--- src/rtl/pipo_load_arbiter_pkg.sv ---
// rtl/pipo_load_arbiter_pkg.sv - shared state enum and hold counter width for the PIPO load arbiter
package pipo_ctrl_pkg;

  // IDLE accepts a request, LOAD strobes the PIPO register, HOLD enforces the lockout
  typedef enum logic [1:0] {
    ST_IDLE = 2'd0,
    ST_LOAD = 2'd1,
    ST_HOLD = 2'd2
  } state_t;

  // Wide enough for the largest lockout of 15 cycles
  localparam int HOLD_CNT_W = 4;

endpackage

--- src/rtl/pipo_load_arbiter_if.sv ---
// rtl/pipo_load_arbiter_if.sv - requester/load bus between requesters and the PIPO load arbiter
interface pipo_load_arbiter_if #(
  parameter int N_REQ  = 4,
  parameter int DATA_W = 16
);

  localparam int IDX_W = $clog2(N_REQ);

  logic [N_REQ-1:0]        Req_Valid_In;
  logic [N_REQ*DATA_W-1:0] Req_Data_In;
  logic [N_REQ-1:0]        Req_Ready_Out;
  logic                    Load_Data_Signal_Out;
  logic [DATA_W-1:0]       Parallel_Data_Out;
  logic [IDX_W-1:0]        Grant_Id_Out;
  logic                    Busy_Out;

  // Requester side: drives requests, observes accepts and the load bus
  modport master (
    output Req_Valid_In,
    output Req_Data_In,
    input  Req_Ready_Out,
    input  Load_Data_Signal_Out,
    input  Parallel_Data_Out,
    input  Grant_Id_Out,
    input  Busy_Out
  );

  // Arbiter side
  modport slave (
    input  Req_Valid_In,
    input  Req_Data_In,
    output Req_Ready_Out,
    output Load_Data_Signal_Out,
    output Parallel_Data_Out,
    output Grant_Id_Out,
    output Busy_Out
  );

endinterface

--- src/rtl/pipo_load_arbiter_rr_arbiter.sv ---
// rtl/pipo_load_arbiter_rr_arbiter.sv - request arbiter, round-robin or fixed priority (PIPO_ARB_FIXED_PRIO_EN)
module pipo_rr_arbiter #(
  parameter int N_REQ = 4,
  localparam int IDX_W = $clog2(N_REQ)
) (
  input  logic [N_REQ-1:0] req,
  input  logic [IDX_W-1:0] ptr,
  output logic [N_REQ-1:0] grant,
  output logic [IDX_W-1:0] grant_idx,
  output logic             any_grant,
  output logic [IDX_W-1:0] next_ptr
);

  logic [IDX_W-1:0] start;

`ifdef PIPO_ARB_FIXED_PRIO_EN
  // Lowest index always wins; the rotating pointer plays no part
  assign start = '0;
`else
  // Search begins one past the last granted requester
  assign start = ptr;
`endif

  // First requesting index found when walking upward from start with wrap-around
  always_comb begin
    int idx;
    grant     = '0;
    grant_idx = '0;
    any_grant = 1'b0;
    for (int k = 0; k < N_REQ; k++) begin
      idx = int'(start) + k;
      if (idx >= N_REQ) idx = idx - N_REQ;
      if (!any_grant && req[IDX_W'(idx)]) begin
        any_grant             = 1'b1;
        grant[IDX_W'(idx)]    = 1'b1;
        grant_idx             = IDX_W'(idx);
      end
    end
  end

  // Pointer to use after this grant is taken: the next index, wrapping at N_REQ
  always_comb begin
    next_ptr = '0;
    if (int'(grant_idx) != N_REQ - 1) next_ptr = grant_idx + 1'b1;
  end

endmodule

--- src/rtl/pipo_load_arbiter.sv ---
// rtl/pipo_load_arbiter.sv - arbitrates N requesters onto one PIPO register load; PIPO_ARB_FIXED_PRIO_EN selects fixed priority
module pipo_load_arbiter
  import pipo_ctrl_pkg::*;
#(
  parameter int N_REQ       = 4,
  parameter int DATA_W      = 16,
  parameter int HOLD_CYCLES = 2
) (
  input  logic Clk_In,
  input  logic Reset_In,
  input  logic Enable_In,
  pipo_load_arbiter_if.slave bus
);

  localparam int IDX_W = $clog2(N_REQ);

  state_t                 state;
  logic [HOLD_CNT_W-1:0]  hold_cnt;
  logic [IDX_W-1:0]       rr_ptr;
  logic [DATA_W-1:0]      data_q;
  logic [IDX_W-1:0]       gid_q;

  logic [N_REQ-1:0]       grant;
  logic [IDX_W-1:0]       grant_idx;
  logic [IDX_W-1:0]       next_ptr;
  logic                   any_grant;
  logic                   accept_en;
  logic                   xfer;
  logic [DATA_W-1:0]      sel_data;

  pipo_rr_arbiter #(.N_REQ(N_REQ)) u_arb (
    .req       (bus.Req_Valid_In),
    .ptr       (rr_ptr),
    .grant     (grant),
    .grant_idx (grant_idx),
    .any_grant (any_grant),
    .next_ptr  (next_ptr)
  );

  // Accepts are offered only while idle and enabled; grant is already qualified by valid
  assign accept_en         = (state == ST_IDLE) && Enable_In;
  assign xfer              = accept_en && any_grant;
  assign bus.Req_Ready_Out = accept_en ? grant : '0;

  // Data of the granted requester
  always_comb begin
    sel_data = '0;
    for (int i = 0; i < N_REQ; i++) begin
      if (grant[i]) sel_data = bus.Req_Data_In[i*DATA_W +: DATA_W];
    end
  end

  // Control FSM: capture on transfer, strobe in LOAD, count down the lockout in HOLD
  always_ff @(posedge Clk_In or posedge Reset_In) begin
    if (Reset_In) begin
      state    <= ST_IDLE;
      hold_cnt <= '0;
      rr_ptr   <= '0;
      data_q   <= '0;
      gid_q    <= '0;
    end else if (Enable_In) begin
      case (state)
        ST_IDLE: begin
          if (xfer) begin
            data_q <= sel_data;
            gid_q  <= grant_idx;
            rr_ptr <= next_ptr;
            state  <= ST_LOAD;
          end
        end
        ST_LOAD: begin
          if (HOLD_CYCLES == 0) begin
            state <= ST_IDLE;
          end else begin
            hold_cnt <= HOLD_CNT_W'(HOLD_CYCLES);
            state    <= ST_HOLD;
          end
        end
        ST_HOLD: begin
          if (hold_cnt <= HOLD_CNT_W'(1)) begin
            hold_cnt <= '0;
            state    <= ST_IDLE;
          end else begin
            hold_cnt <= hold_cnt - 1'b1;
          end
        end
        default: begin
          hold_cnt <= '0;
          state    <= ST_IDLE;
        end
      endcase
    end
  end

  // The strobe is the LOAD state itself, suppressed while frozen so it fires once on resume
  assign bus.Load_Data_Signal_Out = (state == ST_LOAD) && Enable_In;
  assign bus.Busy_Out             = (state != ST_IDLE);
  assign bus.Parallel_Data_Out    = data_q;
  assign bus.Grant_Id_Out         = gid_q;

endmodule

--- src/flat_wrapper.sv ---
// flat-port wrapper written by rule: the top's interface ports become plain ports
module pipo_load_arbiter_flat import pipo_ctrl_pkg::*;
#(
  parameter int N_REQ       = 4,
  parameter int DATA_W      = 16,
  parameter int HOLD_CYCLES = 2
)
  (Clk_In, Reset_In, Enable_In, bus_Req_Valid_In, bus_Req_Data_In, bus_Req_Ready_Out, bus_Load_Data_Signal_Out, bus_Parallel_Data_Out, bus_Grant_Id_Out, bus_Busy_Out);
  pipo_load_arbiter_if #(.N_REQ(N_REQ), .DATA_W(DATA_W)) bus_i ();
  input  logic Clk_In;
  input  logic Reset_In;
  input  logic Enable_In;
  input wire logic [$bits(bus_i.Req_Valid_In)-1:0] bus_Req_Valid_In;
  input wire logic [$bits(bus_i.Req_Data_In)-1:0] bus_Req_Data_In;
  output wire logic [$bits(bus_i.Req_Ready_Out)-1:0] bus_Req_Ready_Out;
  output wire logic [$bits(bus_i.Load_Data_Signal_Out)-1:0] bus_Load_Data_Signal_Out;
  output wire logic [$bits(bus_i.Parallel_Data_Out)-1:0] bus_Parallel_Data_Out;
  output wire logic [$bits(bus_i.Grant_Id_Out)-1:0] bus_Grant_Id_Out;
  output wire logic [$bits(bus_i.Busy_Out)-1:0] bus_Busy_Out;
  assign bus_i.Req_Valid_In = bus_Req_Valid_In;
  assign bus_i.Req_Data_In = bus_Req_Data_In;
  assign bus_Req_Ready_Out = bus_i.Req_Ready_Out;
  assign bus_Load_Data_Signal_Out = bus_i.Load_Data_Signal_Out;
  assign bus_Parallel_Data_Out = bus_i.Parallel_Data_Out;
  assign bus_Grant_Id_Out = bus_i.Grant_Id_Out;
  assign bus_Busy_Out = bus_i.Busy_Out;
  pipo_load_arbiter #(.N_REQ(N_REQ), .DATA_W(DATA_W), .HOLD_CYCLES(HOLD_CYCLES)) u_core (.Clk_In(Clk_In), .Reset_In(Reset_In), .Enable_In(Enable_In), .bus(bus_i));
endmodule
--- config.mk ---
export PLATFORM = sky130hd
export DESIGN_NAME = pipo_load_arbiter_flat
export DESIGN_NICKNAME = d
export VERILOG_FILES = /design/src/rtl/pipo_load_arbiter_pkg.sv /design/src/rtl/pipo_load_arbiter_if.sv /design/src/rtl/pipo_load_arbiter_rr_arbiter.sv /design/src/rtl/pipo_load_arbiter.sv /design/src/flat_wrapper.sv
export SDC_FILE = /design/constraint.sdc
export NUM_CORES = 1
export LEC_CHECK = 0
export ABC_CLOCK_PERIOD_IN_PS = 5300
export BUFFER_PORTS_ARGS = -buffer_cell sky130_fd_sc_hd__buf_2
export CAP_MARGIN = 10
export CORE_UTILIZATION = 30
export CTS_CLUSTER_SIZE = 20
export DETAILED_ROUTE_END_ITERATION = 7
export GPL_TIMING_DRIVEN = 0
export MAX_ROUTING_LAYER = met4
export SETUP_SLACK_MARGIN = 0.15
export SYNTH_ARGS = -nofsm -noshare
export SYNTH_HDL_FRONTEND = slang
export SYNTH_SLANG_ARGS = --single-unit
export TNS_END_PERCENT = 50
--- constraint.sdc ---
create_clock -name Clk_In -period 5.3 [get_ports Clk_In]
set_input_delay 0.795 -clock Clk_In [delete_from_list [all_inputs] [get_ports Clk_In]]
set_output_delay 0.795 -clock Clk_In [all_outputs]
set_load 0.01 [all_outputs]
==> results of run 1 <==
==> power by group <==
group	leakage, nW	total [W]	switching (W)	internal [W]
sequential	0.335	0.000334	0.0000569	0.000277
combinational	1.10	0.00129	0.000735	0.000559
clock	0.0357	0.000173	0.0000719	0.000101
==> how the worst min path moves through the flow <==
stage / startpoint / end / cells after the start
CTS: u_core.bus.Parallel_Data_Out[1]$_DFFE_PP0P_ / u_core.bus.Parallel_Data_Out[1]$_DFFE_PP0P_ / 2
finish: u_core.bus.Parallel_Data_Out[1]$_DFFE_PP0P_ / u_core.bus.Parallel_Data_Out[1]$_DFFE_PP0P_ / 2
detailed placement: u_core.bus.Parallel_Data_Out[1]$_DFFE_PP0P_ / u_core.bus.Parallel_Data_Out[1]$_DFFE_PP0P_ / 2
global route: u_core.bus.Parallel_Data_Out[13]$_DFFE_PP0P_ / u_core.bus.Parallel_Data_Out[13]$_DFFE_PP0P_ / 2
global placement: u_core.bus.Parallel_Data_Out[1]$_DFFE_PP0P_ / u_core.bus.Parallel_Data_Out[1]$_DFFE_PP0P_ / 2
floorplan: u_core.hold_cnt[1]$_DFFE_PP0P_ / u_core.hold_cnt[1]$_DFFE_PP0P_ / 2
==> routing by layer <==
layer  vias to the layer above  wire, um  share of wire
met3                         7       357          0.049
met4                         0        94          0.013
li1                       1220         -              -
met2                        77      3196           0.44
met5                         -         0              0
met1                      1178      3588           0.50
==> flip-flops by register name, summed over array words and instances (netlist names) <==
name,flops
u_core.bus.Grant_Id_Out,2
u_core.rr_ptr,2
u_core.state,2
u_core.bus.Parallel_Data_Out,16
u_core.hold_cnt,4
==> area by class of cell <==
type                            instances  area, sq um  area share
Tap cell                              102        127.6     0.04158
Timing Repair Buffer                   93        465.4      0.1517
Multi-Input combinational cell        205         1524      0.4965
Clock inverter                          1        30.03    0.009784
Inverter                               25        93.84     0.03057
Buffer                                 21        136.4     0.04444
Sequential cell                        26        650.6      0.2120
Clock buffer                            3        41.29     0.01345
==> Yosys cell counts (2+ instances only) <==
cell type / number / area share
sky130_fd_sc_hd__o21ai_0: 10 / 0.021
sky130_fd_sc_hd__a211oi_1: 16 / 0.050
sky130_fd_sc_hd__a21oi_1: 2 / 0.0042
sky130_fd_sc_hd__nor3b_1: 4 / 0.012
sky130_fd_sc_hd__clkbuf_1: 7 / 0.011
sky130_fd_sc_hd__buf_6: 5 / 0.023
sky130_fd_sc_hd__nor3_1: 2 / 0.0042
sky130_fd_sc_hd__a221oi_2: 10 / 0.062
sky130_fd_sc_hd__nand2_1: 31 / 0.048
sky130_fd_sc_hd__and2_1: 2 / 0.0052
sky130_fd_sc_hd__a221oi_1: 8 / 0.029
sky130_fd_sc_hd__ha_1: 14 / 0.073
sky130_fd_sc_hd__o31ai_1: 17 / 0.053
sky130_fd_sc_hd__nor2_1: 30 / 0.047
sky130_fd_sc_hd__dfrtp_1: 26 / 0.27
sky130_fd_sc_hd__a2bb2oi_1: 16 / 0.058
sky130_fd_sc_hd__mux4_2: 2 / 0.019
sky130_fd_sc_hd__mux2_2: 3 / 0.014
sky130_fd_sc_hd__a31o_2: 2 / 0.0073
sky130_fd_sc_hd__mux2i_1: 3 / 0.012
sky130_fd_sc_hd__buf_2: 7 / 0.015
sky130_fd_sc_hd__o211ai_1: 2 / 0.0062
sky130_fd_sc_hd__inv_1: 25 / 0.039
sky130_fd_sc_hd__nand2b_1: 3 / 0.0078
sky130_fd_sc_hd__a221o_1: 2 / 0.0083
sky130_fd_sc_hd__and3_1: 2 / 0.0052
sky130_fd_sc_hd__nor2b_1: 2 / 0.0052
==> logic make-up after synthesis <==
kind of cell / count (synthesis)
buffers and inverters: 46
adder cells (fa/ha/maj): 14
XOR/XNOR: 1
flip-flops: 26
AND/OR/NAND/NOR: 86
AO/OA/AOI/OAI: 96
multiplexers: 8
==> worst max-delay path, cell delays in order, from the launching register on <==
cell	delay (ns)
sky130_fd_sc_hd__dfrtp_1	0.52
sky130_fd_sc_hd__buf_6	0.20
sky130_fd_sc_hd__inv_1	0.13
sky130_fd_sc_hd__ha_1	0.30
sky130_fd_sc_hd__buf_2	0.19
sky130_fd_sc_hd__mux4_2	0.61
sky130_fd_sc_hd__and2_1	0.21
sky130_fd_sc_hd__o211ai_1	0.18
sky130_fd_sc_hd__nand4_1	0.31
sky130_fd_sc_hd__buf_2	0.33
sky130_fd_sc_hd__nor2b_1	0.17
sky130_fd_sc_hd__buf_2	0.15
==> metrics by stage <==
step	cell area [sq um]	power [W]	instances
finish	3069	0.001802	476
detailed placement	2998	0.001630	472
global placement	2998	0.001609	472
CTS	3069	0.001807	476
floorplan	2405	0.001294	277
global route	3069	0.001959	476
==> run metrics, run 1 <==
setup tns final=0 ns; critical path launch point type=flip-flop; Post-CTS Hold Fix Bufs=0; Mapped Area=0.002405 sq mm; Site Rows=32; share of the synthesized netlist area taken by xor and xnor gates=0.003642; post-CTS clock slew at the launch and capture registers of the worst setup and hold paths=0.10 ns; synthesized flop and latch total=26; layout cells sized above 1=0.3503; number of flops mapped to enable cells by yosys=0; unrepaired setup endpoints after global routing=false; TritonCTS clock tree=done; GR Util met3=0.02261; flop2flop setup slack=1.78 ns; critical path endpoint=bus_Req_Ready_Out[0]; Avg Inst Size Synth=8.682 sq um; mux share of post-synthesis cell area=0.04527; commonest cells after routing, fill and taps aside=sky130_fd_sc_hd__buf_2, sky130_fd_sc_hd__nand2_1, sky130_fd_sc_hd__nor2_1; vias in the first global route=2296; count of pins over their slew limit=0; number of antenna-violating nets in the routed design=0; maximum count of clock buffers along a single path=2; Antenna diodes=0; area growth from synthesis to layout=27.63%; sequential share of the synthesized area=0.2706; worst slack, placed=1.266 ns; initial antenna violation count=0; maximum net fanout on the critical path=10; post-synthesis instance total=277; maximum clock frequency=229.4 MHz; launch point of the worst reg-to-reg path=u_core.rr_ptr[0]$_DFFE_PP0P_; CTS H-tree lvls=1; worst clock skew on the final layout=0.005197 ns; dominant synthesized flop cell=sky130_fd_sc_hd__dfrtp_1; share of synthesized cell area in and, or, nand and nor gates=0.1670; post-cts gate resize count=0; static power due to leakage=1.473 nW; Max rail drop VDD=0.2257 mV; Buffers on Ports=93; number of ports placed on the die boundary=95; number of nets produced by synthesis=362; Die ar.=0.008378 sq mm; wire length of the first global-routing pass=11600 um; number of clock sinks=26; DRC violations left=0; number of inserted filler cells in the final layout=817; WL per Instance=15.20 um; final worst-path cycle share=0.8226; main combinational cell family by area after synthesis=compound AO/OA/AOI/OAI gates; global placer's final weighted congestion=0.9091; async set-or-reset flop fraction in the synthesized netlist=1.000; clock buffers created by TritonCTS=3; placeable core region=0.007727 sq mm; minimum clock period=4.360 ns; fraction of the mapped netlist area in compound gates=0.3450; data arrival time of the worst path=3.56 ns; outcome=finished clean; starting density of the core=0.3112; HPWL Detailed=5805 um; width of the die=91.53 um; worst slew margin relative to its limit=0.3066; clock tree root buffer cell=sky130_fd_sc_hd__clkbuf_8; final setup violation count=0; iteration-0 DRC count of the detailed router=171; CP Class=flip-flop to primary output; total routing usage reported by global routing=0.1809; capture point of the worst reg-to-reg path=u_core.bus.Parallel_Data_Out[11]$_DFFE_PP0P_; Syn. warnings=0; maximum number of pins on one net before global-route repair=27; max-cap check violation count=0; Setup Fix Bufs, Post-CTS=0; Worst Hold Margin=0.4953 ns; power density over the cells=587.1 mW/mm^2; type of the most critical hold path=flip-flop to flip-flop; number of cells on the worst reg-to-reg path=11; adder-cell area share of the yosys netlist=0.07284; Final Util=0.3972; overall die height=91.53 um; Nets=460; first-pass iteration count of the detailed router=4; required time reported for the critical path endpoint=4.51 ns; smallest setup slack after layout=0.9403 ns; most common cell after layout, fill and taps aside=sky130_fd_sc_hd__buf_2; via-per-instance ratio=5.214; vias post-DR=2482; global routing usage on met2=0.2682; number of hold-slack violations in the final timing report=0; final WL=7237 um; most crowded layer after global routing=met2; Global Route met1 Usage=0.2570; total grt overflow=0; number of distinct library cells after synthesis=51; worst-margin pin slew=1.039 ns; clock latency on the worst-skew pair=0.28 ns; kind of end point of the critical path=primary output; worst setup path start=u_core.rr_ptr[0]$_DFFE_PP0P_
Note: power is estimated with default switching activity, not from simulation.
==> run 2: changes to the inputs <==
--- a/config.mk
+++ b/config.mk
@@ -5,7 +5,7 @@
 export SDC_FILE = /design/constraint.sdc
 export NUM_CORES = 1
 export LEC_CHECK = 0
-export ABC_CLOCK_PERIOD_IN_PS = 5300
+export ABC_CLOCK_PERIOD_IN_PS = 3860
 export BUFFER_PORTS_ARGS = -buffer_cell sky130_fd_sc_hd__buf_2
 export CAP_MARGIN = 10
 export CORE_UTILIZATION = 30
==> constraint.sdc (replaced) <==
create_clock -name Clk_In -period 3.86 [get_ports Clk_In]
set_input_delay 0.579 -clock Clk_In [delete_from_list [all_inputs] [get_ports Clk_In]]
set_output_delay 0.579 -clock Clk_In [all_outputs]
set_load 0.01 [all_outputs]
==> run metrics, run 2 (synthesis gave the netlist of run 1 again) <==
initial antenna violation count=0; TritonCTS clock tree=done; width of the die=91.53 um; flip-flop count of the largest register, all copies and words added=16; clock buffers created by TritonCTS=3; vias in the first global route=2307; number of antenna-violating nets in the routed design=0; static power due to leakage=1.507 nW; outcome=finished clean; worst clock skew on the final layout=0.006465 ns; maximum clock frequency=278.9 MHz; clock tree root buffer cell=sky130_fd_sc_hd__clkbuf_8; count of pins over their slew limit=0; starting density of the core=0.3112; layout cells sized above 1=0.3711; CP Class=flip-flop to primary output; Antenna diodes=0; worst slew margin relative to its limit=0.3066; critical path launch point type=flip-flop; worst-margin pin slew=1.039 ns; number of hold-slack violations in the final timing report=0; WL per Instance=15.06 um; maximum number of pins on one net before global-route repair=27; Die ar.=0.008378 sq mm; data arrival time of the worst path=3.01 ns; via-per-instance ratio=5.154; Nets=466; iteration-0 DRC count of the detailed router=134; global placer's final weighted congestion=0.9091; Buffers on Ports=93; placeable core region=0.007727 sq mm; type of the most critical hold path=flip-flop to flip-flop; dpl cells=472; non-filler cells, final=482; first-pass iteration count of the detailed router=4; most common cell after layout, fill and taps aside=sky130_fd_sc_hd__buf_2; maximum net fanout on the critical path=10; number of clock sinks=26; total grt overflow=0; Post-CTS Hold Fix Bufs=0; minimum clock period=3.586 ns; number of cells on the worst reg-to-reg path=11; Site Rows=32; kind of end point of the critical path=primary output; DRC violations left=0; final setup violation count=0; worst hold path depth=2; wire length of the first global-routing pass=11720 um; area growth from synthesis to layout=31.11%; clock latency on the worst-skew pair=0.28 ns; final worst-path cycle share=0.9289; Max rail drop VDD=0.3452 mV; number of ports placed on the die boundary=95; required time reported for the critical path endpoint=3.28 ns; maximum count of clock buffers along a single path=2; setup tns final=0 ns; HPWL Detailed=5805 um; power density over the cells=816.9 mW/mm^2; max-cap check violation count=0; overall die height=91.53 um; CTS H-tree lvls=1; post-CTS clock slew at the launch and capture registers of the worst setup and hold paths=0.10 ns; vias post-DR=2484; final WL=7261 um; unrepaired setup endpoints after global routing=false; total routing usage reported by global routing=0.1831; commonest cells after routing, fill and taps aside=sky130_fd_sc_hd__buf_2, sky130_fd_sc_hd__nand2_1, sky130_fd_sc_hd__nor2_1
## run 2: path summary, 6_finish.rpt
| path | start | end | slack, ns |
|---|---|---|---|
| setup / recovery | u_core.rr_ptr[0]$_DFFE_PP0P_ | bus_Req_Ready_Out[1] | 0.27 |
| hold / removal | u_core.bus.Parallel_Data_Out[1]$_DFFE_PP0P_ | u_core.bus.Parallel_Data_Out[1]$_DFFE_PP0P_ | 0.50 |
| setup reg to reg | u_core.rr_ptr[0]$_DFFE_PP0P_ | u_core.bus.Parallel_Data_Out[10]$_DFFE_PP0P_ | 0.76 |
| hold reg to reg | u_core.bus.Parallel_Data_Out[1]$_DFFE_PP0P_ | u_core.bus.Parallel_Data_Out[1]$_DFFE_PP0P_ | 0.50 |
| max in group asynchronous | Reset_In | u_core.rr_ptr[0]$_DFFE_PP0P_ | 2.63 |
| min in group asynchronous | Reset_In | u_core.hold_cnt[2]$_DFFE_PP0P_ | 0.53 |
## run 2: per-stage QoR
stage	setup WS [ns]	hold slack (ns)	total power, W	cell area, sq um	util
6_report	0.2743	0.4952	0.002576	3153	0.4080
5_1_grt	0.1696	0.5186	0.002798	3153	0.4080
4_1_cts	0.2096	0.4955	0.002544	3120	0.4038
3_5_place_dp	0.04207	0.4723	0.002238	2998	0.3880
3_3_place_gp	0.01963	0.4694	0.002209	2998	0.3880
2_1_floorplan	0.5250	0.4653	0.001777	2405	-
## run 2: report_power, final
part	total, W	leakage, nW	internal [W]	switching [W]
Sequential	0.000448	0.334	0.000382	0.0000663
Clock	0.000237	0.0357	0.000139	0.0000977
Combinational	0.00189	1.14	0.000842	0.00105
## run 2: critical path, stage by stage, from the launching register on
cell and delay [ns]:
sky130_fd_sc_hd__dfrtp_2 0.39, sky130_fd_sc_hd__buf_8 0.12, sky130_fd_sc_hd__clkinvlp_4 0.08, sky130_fd_sc_hd__ha_1 0.29, sky130_fd_sc_hd__buf_4 0.17, sky130_fd_sc_hd__mux4_2 0.43, sky130_fd_sc_hd__inv_1 0.06, sky130_fd_sc_hd__a221o_1 0.34
sky130_fd_sc_hd__buf_6 0.15, sky130_fd_sc_hd__a21o_1 0.16, sky130_fd_sc_hd__buf_6 0.13, sky130_fd_sc_hd__buf_8 0.14, sky130_fd_sc_hd__nor2b_1 0.12, sky130_fd_sc_hd__buf_2 0.14
## run 2: cell type report
cell class                 instances  area, sq um
fill                             802         4574
multi-input combinational        205         1535
sequential                        26        651.9
timing repair buffer              99        510.5
buffer                            21        156.4
tap                              102        127.6
inverter                          25        100.1
clock buffer                       3        41.29
clock inverter                     1        30.03
## run 2: metal layers
layer | share of wire | vias up | track usage
met1 | 0.49 | 1177 | 0.2580
met5 | 0 | - | -
li1 | - | 1232 | -
met3 | 0.051 | 5 | 0.02513
met4 | 0.011 | 0 | 0.04762
met2 | 0.45 | 70 | 0.2744
## run 2: repair_timing
action	4_1_cts	5_1_grt
buffers inserted	4	2
setup endpoints to repair	4	4
pin swaps	1	0
gates resized for setup	6	7
